File: config.mk
export PLATFORM = sky130hd
export DESIGN_NAME = mips_mc_ctrl
export DESIGN_NICKNAME = d
export VERILOG_FILES = /design/src/rtl/mips_mc_ctrl.sv
export SDC_FILE = /design/constraint.sdc
export NUM_CORES = 1
export LEC_CHECK = 0
export BUFFER_PORTS_ARGS = -buffer_cell sky130_fd_sc_hd__buf_4
export CORE_MARGIN = 2
export CORE_UTILIZATION = 30
export CTS_CLUSTER_SIZE = 14
export DETAILED_ROUTE_END_ITERATION = 10
export PLACE_DENSITY = 0.54
export REMOVE_ABC_BUFFERS = 1
export SETUP_SLACK_MARGIN = 0.05
export SLEW_MARGIN = 20
export SYNTH_ARGS = -nofsm -noshare
export SYNTH_HDL_FRONTEND = slang
export SYNTH_SLANG_ARGS = --single-unit
File: constraint.sdc
create_clock -name clk -period 2.2 [get_ports clk]
set_input_delay 0.33 -clock clk [delete_from_list [all_inputs] [get_ports clk]]
set_output_delay 0.33 -clock clk [all_outputs]
set_load 0.01 [all_outputs]
File: src/rtl/mips_mc_ctrl.sv
`default_nettype none
// ============================================================================
// Module   : mips_mc_ctrl
// Brief    : Multi-cycle MIPS controller. Sequences fetch, decode, execute,
//            memory and writeback over one shared memory port, with a
//            wait-state timeout, an illegal-opcode trap and a retired count.
// Revision : 1.0 - initial release
// ============================================================================
module mips_mc_ctrl #(
    parameter int TIMEOUT = 16,
    parameter int CNT_W   = 5,
    parameter int PERF_W  = 32
) (
    input  logic              clk,
    input  logic              rst,
    input  logic [5:0]        opcode,
    input  logic [5:0]        funct,
    input  logic [31:0]       NFlag,
    input  logic              mem_ready,
    output logic              mem_req,
    output logic              mem_we,
    output logic              ir_wr,
    output logic              pc_wr,
    output logic              RegWr,
    output logic              ALUSrc,
    output logic [1:0]        RegDst,
    output logic [1:0]        Mem2Reg,
    output logic [1:0]        NPCSel,
    output logic [1:0]        EXTOp,
    output logic [2:0]        ALUOp,
    output logic [3:0]        state,
    output logic              err,
    output logic [1:0]        err_code,
    output logic [PERF_W-1:0] retired
);

    localparam logic [5:0] c_OP_RTYPE = 6'h00;
    localparam logic [5:0] c_OP_J     = 6'h02;
    localparam logic [5:0] c_OP_JAL   = 6'h03;
    localparam logic [5:0] c_OP_BEQ   = 6'h04;
    localparam logic [5:0] c_OP_ORI   = 6'h0d;
    localparam logic [5:0] c_OP_LUI   = 6'h0f;
    localparam logic [5:0] c_OP_LW    = 6'h23;
    localparam logic [5:0] c_OP_SW    = 6'h2b;
    localparam logic [5:0] c_FN_JR    = 6'h08;
    localparam logic [5:0] c_FN_ADDU  = 6'h21;
    localparam logic [5:0] c_FN_SUBU  = 6'h23;
    localparam logic [5:0] c_FN_SLT   = 6'h2a;

    localparam logic       c_ALUSRC_B    = 1'b0;
    localparam logic       c_ALUSRC_EXT  = 1'b1;
    localparam logic [1:0] c_REGDST_RT   = 2'd0;
    localparam logic [1:0] c_REGDST_RD   = 2'd1;
    localparam logic [1:0] c_REGDST_RET  = 2'd2;
    localparam logic [1:0] c_MEM2REG_ALU = 2'd0;
    localparam logic [1:0] c_MEM2REG_RAM = 2'd1;
    localparam logic [1:0] c_MEM2REG_RET = 2'd2;
    localparam logic [1:0] c_NPC_PC4     = 2'd0;
    localparam logic [1:0] c_NPC_BRANCH  = 2'd1;
    localparam logic [1:0] c_NPC_JUMP    = 2'd2;
    localparam logic [1:0] c_NPC_REG     = 2'd3;
    localparam logic [1:0] c_EXT_ZERO    = 2'd0;
    localparam logic [1:0] c_EXT_SIGN    = 2'd1;
    localparam logic [1:0] c_EXT_UPPER   = 2'd2;
    localparam logic [2:0] c_ALU_ADD     = 3'd0;
    localparam logic [2:0] c_ALU_SUB     = 3'd1;
    localparam logic [2:0] c_ALU_OR      = 3'd2;
    localparam logic [2:0] c_ALU_SLT     = 3'd3;
    localparam logic [1:0] c_ERR_ILLEGAL = 2'b01;
    localparam logic [1:0] c_ERR_TIMEOUT = 2'b10;

    localparam logic [CNT_W-1:0] c_CNT_LAST = CNT_W'(TIMEOUT - 1);

    typedef enum logic [3:0] {
        S_FETCH  = 4'd0,
        S_DECODE = 4'd1,
        S_EXE    = 4'd2,
        S_MEM    = 4'd3,
        S_WB_ALU = 4'd4,
        S_WB_MEM = 4'd5,
        S_BRANCH = 4'd6,
        S_JUMP   = 4'd7,
        S_TRAP   = 4'd8
    } state_t;

    state_t              r_state;
    state_t              w_next;
    logic [CNT_W-1:0]    r_cnt;
    logic [PERF_W-1:0]   r_retired;
    logic                r_err;
    logic [1:0]          r_err_code;
    logic                w_wait;
    logic                w_retire;
    logic [1:0]          w_trap_code;

    logic w_rtype, w_addu, w_subu, w_slt, w_jr;
    logic w_ori, w_lui, w_lw, w_sw, w_beq, w_j, w_jal;
    logic w_alu_instr;
    logic       w_alusrc;
    logic [1:0] w_extop;
    logic [2:0] w_aluop;
    logic       unused_nflag;

    assign w_rtype     = (opcode == c_OP_RTYPE);
    assign w_addu      = w_rtype && (funct == c_FN_ADDU);
    assign w_subu      = w_rtype && (funct == c_FN_SUBU);
    assign w_slt       = w_rtype && (funct == c_FN_SLT);
    assign w_jr        = w_rtype && (funct == c_FN_JR);
    assign w_ori       = (opcode == c_OP_ORI);
    assign w_lui       = (opcode == c_OP_LUI);
    assign w_lw        = (opcode == c_OP_LW);
    assign w_sw        = (opcode == c_OP_SW);
    assign w_beq       = (opcode == c_OP_BEQ);
    assign w_j         = (opcode == c_OP_J);
    assign w_jal       = (opcode == c_OP_JAL);
    assign w_alu_instr = w_addu || w_subu || w_slt || w_ori || w_lui;

    // Datapath selects held steady from EXE through writeback of the instruction.
    assign w_alusrc = (w_ori || w_lui || w_lw || w_sw) ? c_ALUSRC_EXT : c_ALUSRC_B;
    assign w_extop  = w_ori ? c_EXT_ZERO : (w_lui ? c_EXT_UPPER : c_EXT_SIGN);
    assign w_aluop  = w_subu ? c_ALU_SUB : (w_slt ? c_ALU_SLT : (w_ori ? c_ALU_OR : c_ALU_ADD));

    // Only the zero flag steers branches; the rest of the flag word is not needed here.
    assign unused_nflag = ^NFlag[31:1];

    always_comb begin
        w_next      = r_state;
        w_wait      = 1'b0;
        w_retire    = 1'b0;
        w_trap_code = 2'b00;
        mem_req     = 1'b0;
        mem_we      = 1'b0;
        ir_wr       = 1'b0;
        pc_wr       = 1'b0;
        RegWr       = 1'b0;
        ALUSrc      = c_ALUSRC_B;
        RegDst      = c_REGDST_RT;
        Mem2Reg     = c_MEM2REG_ALU;
        NPCSel      = c_NPC_PC4;
        EXTOp       = c_EXT_ZERO;
        ALUOp       = c_ALU_ADD;

        case (r_state)
            S_FETCH: begin
                mem_req = 1'b1;
                if (mem_ready) begin
                    ir_wr  = 1'b1;
                    pc_wr  = 1'b1;
                    w_next = S_DECODE;
                end else if (r_cnt == c_CNT_LAST) begin
                    w_next      = S_TRAP;
                    w_trap_code = c_ERR_TIMEOUT;
                end else begin
                    w_wait = 1'b1;
                end
            end
            S_DECODE: begin
                if (w_alu_instr || w_lw || w_sw) begin
                    w_next = S_EXE;
                end else if (w_beq) begin
                    w_next = S_BRANCH;
                end else if (w_j || w_jal || w_jr) begin
                    w_next = S_JUMP;
                end else begin
                    w_next      = S_TRAP;
                    w_trap_code = c_ERR_ILLEGAL;
                end
            end
            S_EXE: begin
                ALUSrc = w_alusrc;
                EXTOp  = w_extop;
                ALUOp  = w_aluop;
                w_next = (w_lw || w_sw) ? S_MEM : S_WB_ALU;
            end
            S_MEM: begin
                ALUSrc  = w_alusrc;
                EXTOp   = w_extop;
                ALUOp   = w_aluop;
                mem_req = 1'b1;
                mem_we  = w_sw;
                if (mem_ready) begin
                    w_next   = w_sw ? S_FETCH : S_WB_MEM;
                    w_retire = w_sw;
                end else if (r_cnt == c_CNT_LAST) begin
                    w_next      = S_TRAP;
                    w_trap_code = c_ERR_TIMEOUT;
                end else begin
                    w_wait = 1'b1;
                end
            end
            S_WB_ALU: begin
                ALUSrc   = w_alusrc;
                EXTOp    = w_extop;
                ALUOp    = w_aluop;
                RegWr    = 1'b1;
                Mem2Reg  = c_MEM2REG_ALU;
                RegDst   = w_rtype ? c_REGDST_RD : c_REGDST_RT;
                w_retire = 1'b1;
                w_next   = S_FETCH;
            end
            S_WB_MEM: begin
                ALUSrc   = w_alusrc;
                EXTOp    = w_extop;
                RegWr    = 1'b1;
                Mem2Reg  = c_MEM2REG_RAM;
                RegDst   = c_REGDST_RT;
                w_retire = 1'b1;
                w_next   = S_FETCH;
            end
            S_BRANCH: begin
                ALUOp    = c_ALU_SUB;
                EXTOp    = c_EXT_SIGN;
                NPCSel   = c_NPC_BRANCH;
                pc_wr    = NFlag[0];
                w_retire = 1'b1;
                w_next   = S_FETCH;
            end
            S_JUMP: begin
                pc_wr  = 1'b1;
                NPCSel = w_jr ? c_NPC_REG : c_NPC_JUMP;
                if (w_jal) begin
                    RegWr   = 1'b1;
                    RegDst  = c_REGDST_RET;
                    Mem2Reg = c_MEM2REG_RET;
                end
                w_retire = 1'b1;
                w_next   = S_FETCH;
            end
            S_TRAP: begin
                w_next = S_TRAP;
            end
            default: begin
                w_next = S_FETCH;
            end
        endcase

        // Nothing may reach the datapath or memory while reset is asserted.
        if (rst) begin
            mem_req = 1'b0;
            mem_we  = 1'b0;
            ir_wr   = 1'b0;
            pc_wr   = 1'b0;
            RegWr   = 1'b0;
            ALUSrc  = c_ALUSRC_B;
            RegDst  = c_REGDST_RT;
            Mem2Reg = c_MEM2REG_ALU;
            NPCSel  = c_NPC_PC4;
            EXTOp   = c_EXT_ZERO;
            ALUOp   = c_ALU_ADD;
        end
    end

    always_ff @(posedge clk) begin
        if (rst) begin
            r_state    <= S_FETCH;
            r_cnt      <= '0;
            r_retired  <= '0;
            r_err      <= 1'b0;
            r_err_code <= 2'b00;
        end else begin
            r_state <= w_next;
            r_cnt   <= w_wait ? (r_cnt + 1'b1) : '0;
            if (w_retire) begin
                r_retired <= r_retired + 1'b1;
            end
            if ((w_trap_code != 2'b00) && !r_err) begin
                r_err      <= 1'b1;
                r_err_code <= w_trap_code;
            end
        end
    end

    assign state    = r_state;
    assign err      = r_err;
    assign err_code = r_err_code;
    assign retired  = r_retired;

endmodule
`default_nettype wire

==> impl_metrics.py, run 1 <==
metrics = {
    "synthesis": {
        "synthCells": 318,
        "ys_warn_count": 0,
        "avgSynthCellArea_um2": 7.89,
        "syn_area_um2": 2510,
        "synth_common_cells": "44 x dfxtp_1, 43 x nor2_1, 23 x nand2_1",
        "synth_edf_count": 0,
        "synth-seq-cells": 44,
        "synth_cell_type_count": 49,
        "yosys.area.top_type": "dfxtp_1",
        "synth-async-reset-ratio_pct": 0,
        "ys_seq_area_share_pct": 35.1,
        "synth_top_cell_area_share_pct": 35.1,
        "yosys-top-cells-area": "dfxtp_1 35%, nor2_1 6.4%, xnor2_1 5.9%",
        "synthFlopType": "dfxtp_1",
        "synth_most_common_cell": "dfxtp_1",
    },
    "layout": {
        "fin_cells": 514,
        "stdcell_area_um2": 3470,
        "area_delta_synth_final_pct": 38.3,
        "drive_gt1_share_pct": 31.1,
        "fin_util_pct": 42.5,
        "n_antenna_cell": 0,
        "layout.nets": 458,
    },
    "sta": {
        "finalClockSkew_ns": 0.00898,
        "timing.fmax_mhz": 475,
        "fin_crit_ns": 2.11,
        "timing.hold.ws_ns": 0.257,
        "rsz0062_at_grt": "false",
        "slew_violations": 0,
        "finalSetupViolCount": 0,
        "min_period_over_period_pct": 95.8,
        "report.final.hold_viol_count": 0,
    },
    "drt": {
        "num_vias": 2632,
        "ant_nets": 0,
        "drt-total-wl_mm": 7.08,
        "firstDrtPassIters": 4,
        "wire_per_inst_um": 13.8,
        "drt_iter0_drc": 140,
        "drt-vias-per-instance": 5.12,
        "drc_errors": 0,
    },
    "floorplan": {
        "core_um2": 8180,
        "die_h_um": 95.5,
        "start_util_pct": 30.7,
        "fp.dieW_um": 95.5,
        "io_pins": 103,
        "die_area_um2": 9110,
        "row_count": 33,
    },
    "place": {
        "dp.cells": 508,
        "post_dp_cell_area_um2": 3330,
        "hpwlAfterDp_mm": 5.28,
        "place_congestion": 0.869,
        "portBuffers": 70,
    },
    "worst_setup_path": {
        "arrival_ns": 1.78,
        "crit_chain": "buf_8, or3_4, or4_4, o21ai_2, and4_1, buf_6",
        "end_kind": "primary output",
        "slowest_delay_ns": 0.55,
        "worst-path-max-fanout": 4,
        "critPathRequiredTime_ns": 1.87,
        "path_delay_family": "simple AND/OR/NAND/NOR gates",
        "cp-start-kind": "primary input",
        "slowest_stage": "or4_4",
        "path_class": "in -> out",
        "path_buf_inv": 2,
    },
    "cts": {
        "cts_root_buf": "clkbuf_8",
        "cts.hold.buffers_added": 0,
        "cts_htree_levels": 2,
        "cts_buffer_depth": 2,
        "cts_tree": "built",
        "clkTransAtPathRegs_ns": 0.08,
        "cts-buffers-inserted": 5,
        "clock_latency_ns": 0.30,
        "cts_sinks": 44,
    },
    "grt": {
        "grt_pass1_vias": 2391,
        "grt_remaining_overflow": 0,
        "antenna_found_initial": 0,
        "grt_pass1_wl_mm": 11.4,
        "grt_usage_pct": 15.6,
        "grt_max_degree": 33,
    },
    "hold_path": {
        "min_path_type": "in -> reg",
    },
    "run_status": {
        "status": "complete, no violations",
    },
    "power": {
        "power_mw": 1.62,
        "leakagePower_nw": 1.36,
        "ir_drop_v": 0.000326,
        "powerDensity_nw_per_um2": 466,
    },
    "job": {
        "max_cap_violations": 0,
    },
}
-- worst reg2reg max path: stages (launching register included) --
cell and delay [ns]:
dfxtp_1 0.44, and4_1 0.28, nand4_1 0.13, or4_4 0.60, or4_1 0.42, a21oi_1 0.15
-- metal layers --
metal / global-route usage (%) / part of all wire [%]
met5: 0 / 0
met4: 3.57 / 0.80
met3: 2.53 / 4.4
met2: 25.0 / 47
met1: 21.9 / 47
-- layout make-up --
cell class                 count  area [um2]
clock buffer                   6        72.6
clock inverter                 2        35.0
fill                         845        4700
inverter                       7        26.3
multi-input combinational    249        1550
sequential                    44         882
tap                          105         131
timing repair buffer         101         773
-- layout by cell type (no fill, tap or decap), types with 3 or more instances in the layout --
| cell | n |
|---|---|
| or3_1 | 4 |
| dfxtp_1 | 43 |
| nor2_1 | 43 |
| buf_4 | 98 |
| nor4_1 | 13 |
| nor3_1 | 9 |
| nand2b_1 | 4 |
| or2_2 | 5 |
| and3_1 | 7 |
| o21ai_0 | 7 |
| nand2_1 | 23 |
| xor2_1 | 9 |
| and4_1 | 4 |
| a21oi_1 | 15 |
| a31oi_1 | 3 |
| o211ai_1 | 3 |
| inv_1 | 7 |
| and2_1 | 6 |
| ha_1 | 3 |
| xnor2_1 | 17 |
| nand3_1 | 20 |
| or4_4 | 3 |
| nor2b_1 | 6 |
| clkbuf_8 | 5 |
| nand4_1 | 13 |
-- power breakdown --
group	internal (mW)	total (mW)	switching (mW)
combinational	0.0858	0.188	0.103
sequential	0.805	0.812	0.00679
clock	0.337	0.618	0.281
-- state kept, by name (all words and copies together) (netlist names) --
signal    cells
state         4
err_code      2
retired      32
r_cnt         5
err           1
-- through the flow --
stage / TNS (ns) / worst slack (ns)
floorplan: -0.765 / -0.312
global placement: -0.218 / -0.140
detailed placement: -0.252 / -0.147
CTS: 0 / 0.0433
global route: 0 / 0.0509
finish: 0 / 0.0928
-- cell families (layout without fill, tap and decap cells) --
kind of cell / Yosys count / in the layout / synth area share [%]
compound gates: 46 / 46 / 12.5
xor+xnor: 26 / 26 / 9.07
fa+ha+maj: 3 / 3 / 1.50
buf+inv: 25 / 116 / 4.34
flops: 44 / 44 / 35.1
mux: 1 / 1 / 0.449
other cells: 1 / 1 / 0.149
simple gates: 172 / 172 / 36.9
-- timing repair --
item / CTS / global route
pin swaps: 0 / 6
gates resized for setup: 4 / 9
setup endpoints to repair: 2 / 7
setup buffers: 0 / 1
-- worst paths after layout --
kind,slack (ns),depth (start not counted),start,endpoint
worst max-delay path,0.09,6,opcode[4],NPCSel[0]
worst min-delay path,0.26,2,rst,err
worst max register to register,0.12,5,retired[7],retired[31]
worst min register to register,0.46,1,r_cnt[0],r_cnt[0]
No activity file was read; power rests on OpenSTA's default activity.
==> inputs of run 2 (changes only) <==
--- a/config.mk
+++ b/config.mk
@@ -5,12 +5,12 @@
 export SDC_FILE = /design/constraint.sdc
 export NUM_CORES = 1
 export LEC_CHECK = 0
-export BUFFER_PORTS_ARGS = -buffer_cell sky130_fd_sc_hd__buf_4
 export CORE_MARGIN = 2
 export CORE_UTILIZATION = 30
 export CTS_CLUSTER_SIZE = 14
 export DETAILED_ROUTE_END_ITERATION = 10
-export PLACE_DENSITY = 0.54
+export DONT_BUFFER_PORTS = 1
+export PLACE_DENSITY = 0.43
 export REMOVE_ABC_BUFFERS = 1
 export SETUP_SLACK_MARGIN = 0.05
 export SLEW_MARGIN = 20
==> run 2 against run 1 <==
Net effect:
- die area unchanged
- highest routed layer unchanged
- largest cell class unchanged
- global-route usage hardly changed
- first-iteration DRC count is 55% lower
- critical endpoint is now retired[31]
- largest power group unchanged
==> impl_metrics.py, run 2 (synthesis results as in run 1) <==
metrics = {
    "cts": {
        "cts_htree_levels": 2,
        "cts-buffers-inserted": 5,
        "cts.hold.buffers_added": 0,
        "cts_buffer_depth": 2,
        "clock_latency_ns": 0.30,
        "cts_sinks": 44,
        "clkTransAtPathRegs_ns": 0.10,
        "cts_tree": "built",
        "cts_root_buf": "clkbuf_8",
    },
    "grt": {
        "antenna_found_initial": 0,
        "grt_pass1_vias": 2245,
        "grt_usage_pct": 15.5,
        "grt_pass1_wl_mm": 11.2,
        "grt_remaining_overflow": 0,
        "grt_max_degree": 40,
    },
    "sta": {
        "slew_violations": 0,
        "finalSetupViolCount": 0,
        "report.final.hold_viol_count": 0,
        "min_period_over_period_pct": 94.6,
        "rsz0062_at_grt": "true",
        "timing.fmax_mhz": 481,
        "setup_ws_ns": 0.120,
        "fin_crit_ns": 2.08,
        "finalClockSkew_ns": 0.0130,
    },
    "worst_setup_path": {
        "cp-start-kind": "flop",
        "rrSetupSlack_ns": 0.12,
        "crit_chain": "nand4b_1, o32a_1, or4_4, or4_1, a21oi_1",
        "path_class": "reg -> reg",
        "end_kind": "flop",
        "rr_worst_depth": 5,
        "critPathRequiredTime_ns": 2.44,
        "arrival_ns": 2.32,
        "worst-path-max-fanout": 7,
        "slowest_delay_ns": 0.54,
        "slowest_stage": "or4_4",
        "worstReg2RegEnd": "retired[31]",
        "crit-reg2reg-launch": "state[3]",
    },
    "floorplan": {
        "io_pins": 103,
        "start_util_pct": 30.7,
        "row_count": 33,
        "fp.dieW_um": 95.5,
        "die_h_um": 95.5,
        "core_um2": 8180,
        "die_area_um2": 9110,
    },
    "layout": {
        "multi_input_area_um2": 1530,
        "fin_util_pct": 36.4,
        "final_common_cell": "dfxtp_1",
        "final_cell_mix": "44 x dfxtp_1, 42 x nor2_1, 39 x buf_4",
        "layout.nets": 396,
        "seq_area_um2": 881,
        "drive_gt1_share_pct": 17.6,
        "fillers": 887,
        "n_antenna_cell": 0,
        "area_delta_synth_final_pct": 18.6,
        "largest_reg_flops": 32,
    },
    "power": {
        "ir_drop_v": 0.000262,
        "leakagePower_nw": 1.03,
        "powerDensity_nw_per_um2": 529,
        "power_mw": 1.57,
    },
    "hold_path": {
        "min_from": "rst",
        "min_path_cells": 1,
        "hold_path_end": "retired[29]",
        "min_path_type": "in -> reg",
    },
    "drt": {
        "drt-vias-per-instance": 5.28,
        "drc_errors": 0,
        "ant_nets": 0,
        "drt-total-wl_mm": 6.97,
        "num_vias": 2385,
        "wire_per_inst_um": 15.4,
        "firstDrtPassIters": 4,
        "drt_iter0_drc": 63,
    },
    "place": {
        "portBuffers": 0,
        "hpwlAfterDp_mm": 5.18,
        "place_ws_ns": -0.0587,
        "place_congestion": 0.739,
    },
    "run_status": {
        "status": "complete, no violations",
    },
    "job": {
        "max_cap_violations": 0,
    },
}
==> run 2: area by class of cell <==
class | count | share of cell area (%)
multi-input cells | 249 | 51.4
flip-flops and latches | 44 | 29.6
well taps | 105 | 4.41
clock inverters | 3 | 1.56
clock buffers | 5 | 2.31
inverters | 7 | 0.883
repair buffers | 39 | 9.84
==> run 2: worst max path at each step <==
stage | startpoint | endpoint | cells past startpoint
after CTS | state[3] | retired[31] | 5
final | state[3] | retired[31] | 5
after global placement | opcode[4] | retired[31] | 5
after floorplan | state[1] | retired[31] | 5
after global routing | state[3] | retired[31] | 5
after detailed placement | opcode[4] | retired[31] | 5
==> run 2: worst max-delay path, delay by kind of cell, from the launching register on <==
family          cells  cell delay (ns)
simple gates        3             1.16
compound gates      2             0.54
flops               1             0.32
==> run 2: metrics by stage <==
stage	TNS, ns	cells	cell area, um2	hold WS [ns]
after floorplan	-0.765	300	2430	0.399
after global placement	-0.0391	443	2840	0.405
after detailed placement	-0.0587	443	2840	0.409
after CTS	0	451	2960	0.0723
after global routing	0	452	2980	0.0604
final	0	452	2980	0.0828
==> run 2: per-layer routing <==
layer | GRT usage [%] | vias up | part of all wire [%]
met2 | 24.5 | 61 | 44
met3 | 5.61 | 2 | 8.2
met5 | 0 | - | 0
met4 | 3.21 | 0 | 0.52
met1 | 20.4 | 1112 | 47
li1 | - | 1210 | -
==> run 2: power breakdown <==
| part | internal, mW | switching (mW) | total [mW] |
|---|---|---|---|
| clock network | 0.343 | 0.313 | 0.656 |
| logic | 0.0411 | 0.0633 | 0.104 |
| registers | 0.806 | 0.00874 | 0.814 |
| total | 1.19 | 0.385 | 1.57 |
==> run 2: timing repair <==
action / 4_1_cts / 5_1_grt
setup endpoints to repair: 1 / 4
buffers inserted: 0 / 1
resized for setup: 1 / 2
pin swaps: 0 / 2
==> inputs of run 3 (changes only) <==
--- a/config.mk
+++ b/config.mk
@@ -6,11 +6,12 @@
 export NUM_CORES = 1
 export LEC_CHECK = 0
 export CORE_MARGIN = 2
-export CORE_UTILIZATION = 30
+export CORE_UTILIZATION = 57
 export CTS_CLUSTER_SIZE = 14
 export DETAILED_ROUTE_END_ITERATION = 10
 export DONT_BUFFER_PORTS = 1
-export PLACE_DENSITY = 0.43
+export GPL_TIMING_DRIVEN = 1
+export PLACE_DENSITY = 0.73
 export REMOVE_ABC_BUFFERS = 1
 export SETUP_SLACK_MARGIN = 0.05
 export SLEW_MARGIN = 20
==> run 3 against run 2 <==
Net effect:
- first-iteration DRC count rose to 3.0 times the previous value
- global-route usage rose by 9.8 points
- flip-flop and latch count did not move
- combinational power barely moved
- fmax barely moved
- routed wire length fell by 15%
- power fell by 10%
- worst hold slack improved by 0.020 ns
- sequential share of layout area rose by 1.4 points
- register-to-register slack barely moved
- largest cell class unchanged
==> impl_metrics.py, run 3 (synthesis results as in run 1) <==
metrics = {
    "drt": {
        "drt_iter0_drc": 191,
        "met2_wirelength_mm": 2.71,
        "met3_length_um": 473,
        "firstDrtPassIters": 4,
        "routed.top_layer": "met4",
        "wire_per_inst_um": 15.1,
        "drt-vias-per-instance": 6.17,
        "ant_nets": 0,
        "drt-total-wl_mm": 5.92,
        "wl_met1_mm": 2.69,
        "drc_errors": 0,
        "num_vias": 2425,
    },
    "run_status": {
        "status": "complete, no violations",
    },
    "power": {
        "powerDensity_nw_per_um2": 499,
        "power_mw": 1.42,
        "leakagePower_nw": 0.989,
        "ir_drop_v": 0.000369,
    },
    "grt": {
        "antenna_found_initial": 0,
        "grt_pass1_wl_mm": 10.2,
        "grt_pass1_vias": 2305,
        "grt_remaining_overflow": 0,
        "grt_usage_pct": 25.3,
        "grt_max_degree": 40,
    },
    "worst_setup_path": {
        "cp-start-kind": "flop",
        "path_buf_inv": 0,
        "path_class": "reg -> reg",
        "crit-reg2reg-launch": "state[3]",
        "path_delay_family": "simple AND/OR/NAND/NOR gates",
        "worst-path-max-fanout": 6,
        "startpoint": "state[3]",
        "end_kind": "flop",
        "crit_chain": "nand4b_1, o32a_1, or4_4, or4_1, a21oi_1",
        "critPathRequiredTime_ns": 2.42,
        "slowest_delay_ns": 0.59,
        "arrival_ns": 2.30,
        "slowest_stage": "or4_4",
    },
    "cts": {
        "cts_buffer_depth": 2,
        "cts_tree": "built",
        "clock_latency_ns": 0.29,
        "post_cts_buffers": 0,
        "cts_root_buf": "clkbuf_8",
        "cts-buffers-inserted": 5,
        "clkTransAtPathRegs_ns": 0.07,
        "cts_sinks": 44,
        "cts.hold.buffers_added": 0,
        "cts_htree_levels": 2,
    },
    "floorplan": {
        "row_count": 24,
        "die_h_um": 70.4,
        "fp.dieW_um": 70.4,
        "core_um2": 4290,
        "start_util_pct": 58.4,
        "io_pins": 103,
        "die_area_um2": 4950,
    },
    "place": {
        "portBuffers": 0,
        "place_congestion": 0.866,
        "hpwlAfterDp_mm": 4.40,
    },
    "hold_path": {
        "min_path_type": "in -> reg",
        "min_from": "rst",
    },
    "sta": {
        "report.final.hold_viol_count": 0,
        "finalSetupViolCount": 0,
        "min_period_over_period_pct": 94.5,
        "finalClockSkew_ns": 0.00625,
        "fin_setup_tns_ns": 0,
        "fin_crit_ns": 2.08,
        "worstMarginPinSlew_ns": 0.568,
        "slew_violations": 0,
        "rsz0062_at_grt": "true",
        "relSlewSlack_pct": 61.8,
        "timing.fmax_mhz": 481,
    },
    "layout": {
        "n_antenna_cell": 0,
        "fillers": 381,
        "area_delta_synth_final_pct": 13.2,
        "layout.nets": 390,
        "largest_reg_flops": 32,
        "final_cell_mix": "44 x dfxtp_1, 43 x nor2_1, 33 x buf_4",
        "final_common_cell": "dfxtp_1",
        "drive_gt1_share_pct": 15.2,
    },
    "job": {
        "max_cap_violations": 0,
    },
}
## run 3: path summary, 6_finish.rpt
check / end / cells after the start / slack, ns
worst max-delay path: retired[31] / 5 / 0.12
worst min-delay path: retired[13] / 1 / 0.10
worst max register to register: retired[31] / 5 / 0.12
worst min register to register: r_cnt[0] / 1 / 0.45
## run 3: metal layers
layer  up-vias  track usage (%)
li1       1193                -
met1      1153             32.1
met2        75             39.4
met3         4             9.38
met4         0             8.97
met5         -                0
## run 3: final cells by class
cell class / count / area (um2) / area share (%)
multi-input combinational: 249 / 1530 / 53.9
tap: 52 / 65.1 / 2.29
sequential: 44 / 881 / 31.0
inverter: 7 / 26.3 / 0.925
timing repair buffer: 33 / 248 / 8.72
clock buffer: 8 / 90.1 / 3.17
## run 3: repair_timing
| item | 4_1_cts | 5_1_grt |
|---|---|---|
| hold endpoints to repair | 0 | 0 |
| gates resized for setup | 0 | 2 |
| setup endpoints to repair | 0 | 3 |
## run 3: worst register-to-register path, delay by kind of cell (launching register included)
kind	cells	cell delay, ns
AOI/OAI and AO/OA	2	0.49
DFF	1	0.31
and+or+nand+nor	3	1.22
## run 3: stage by stage
step | std cells | hold WS [ns] | utilization [%] | instance area (um2) | worst slack (ns)
finish | 393 | 0.103 | 66.1 | 2840 | 0.120
global placement | 385 | 0.403 | 63.8 | 2740 | 0.0299
detailed placement | 385 | 0.405 | 63.8 | 2740 | 0.0187
floorplan | 300 | 0.399 | - | 2430 | -0.312
CTS | 393 | 0.0923 | 65.9 | 2830 | 0.0529
global route | 393 | 0.0804 | 66.1 | 2840 | 0.0135
## run 3: where the power goes
part	switching [mW]	leakage (nW)	internal, mW
clock network	0.245	0.0455	0.256
registers	0.00854	0.355	0.806
logic	0.0608	0.589	0.0405
total	0.314	0.989	1.10
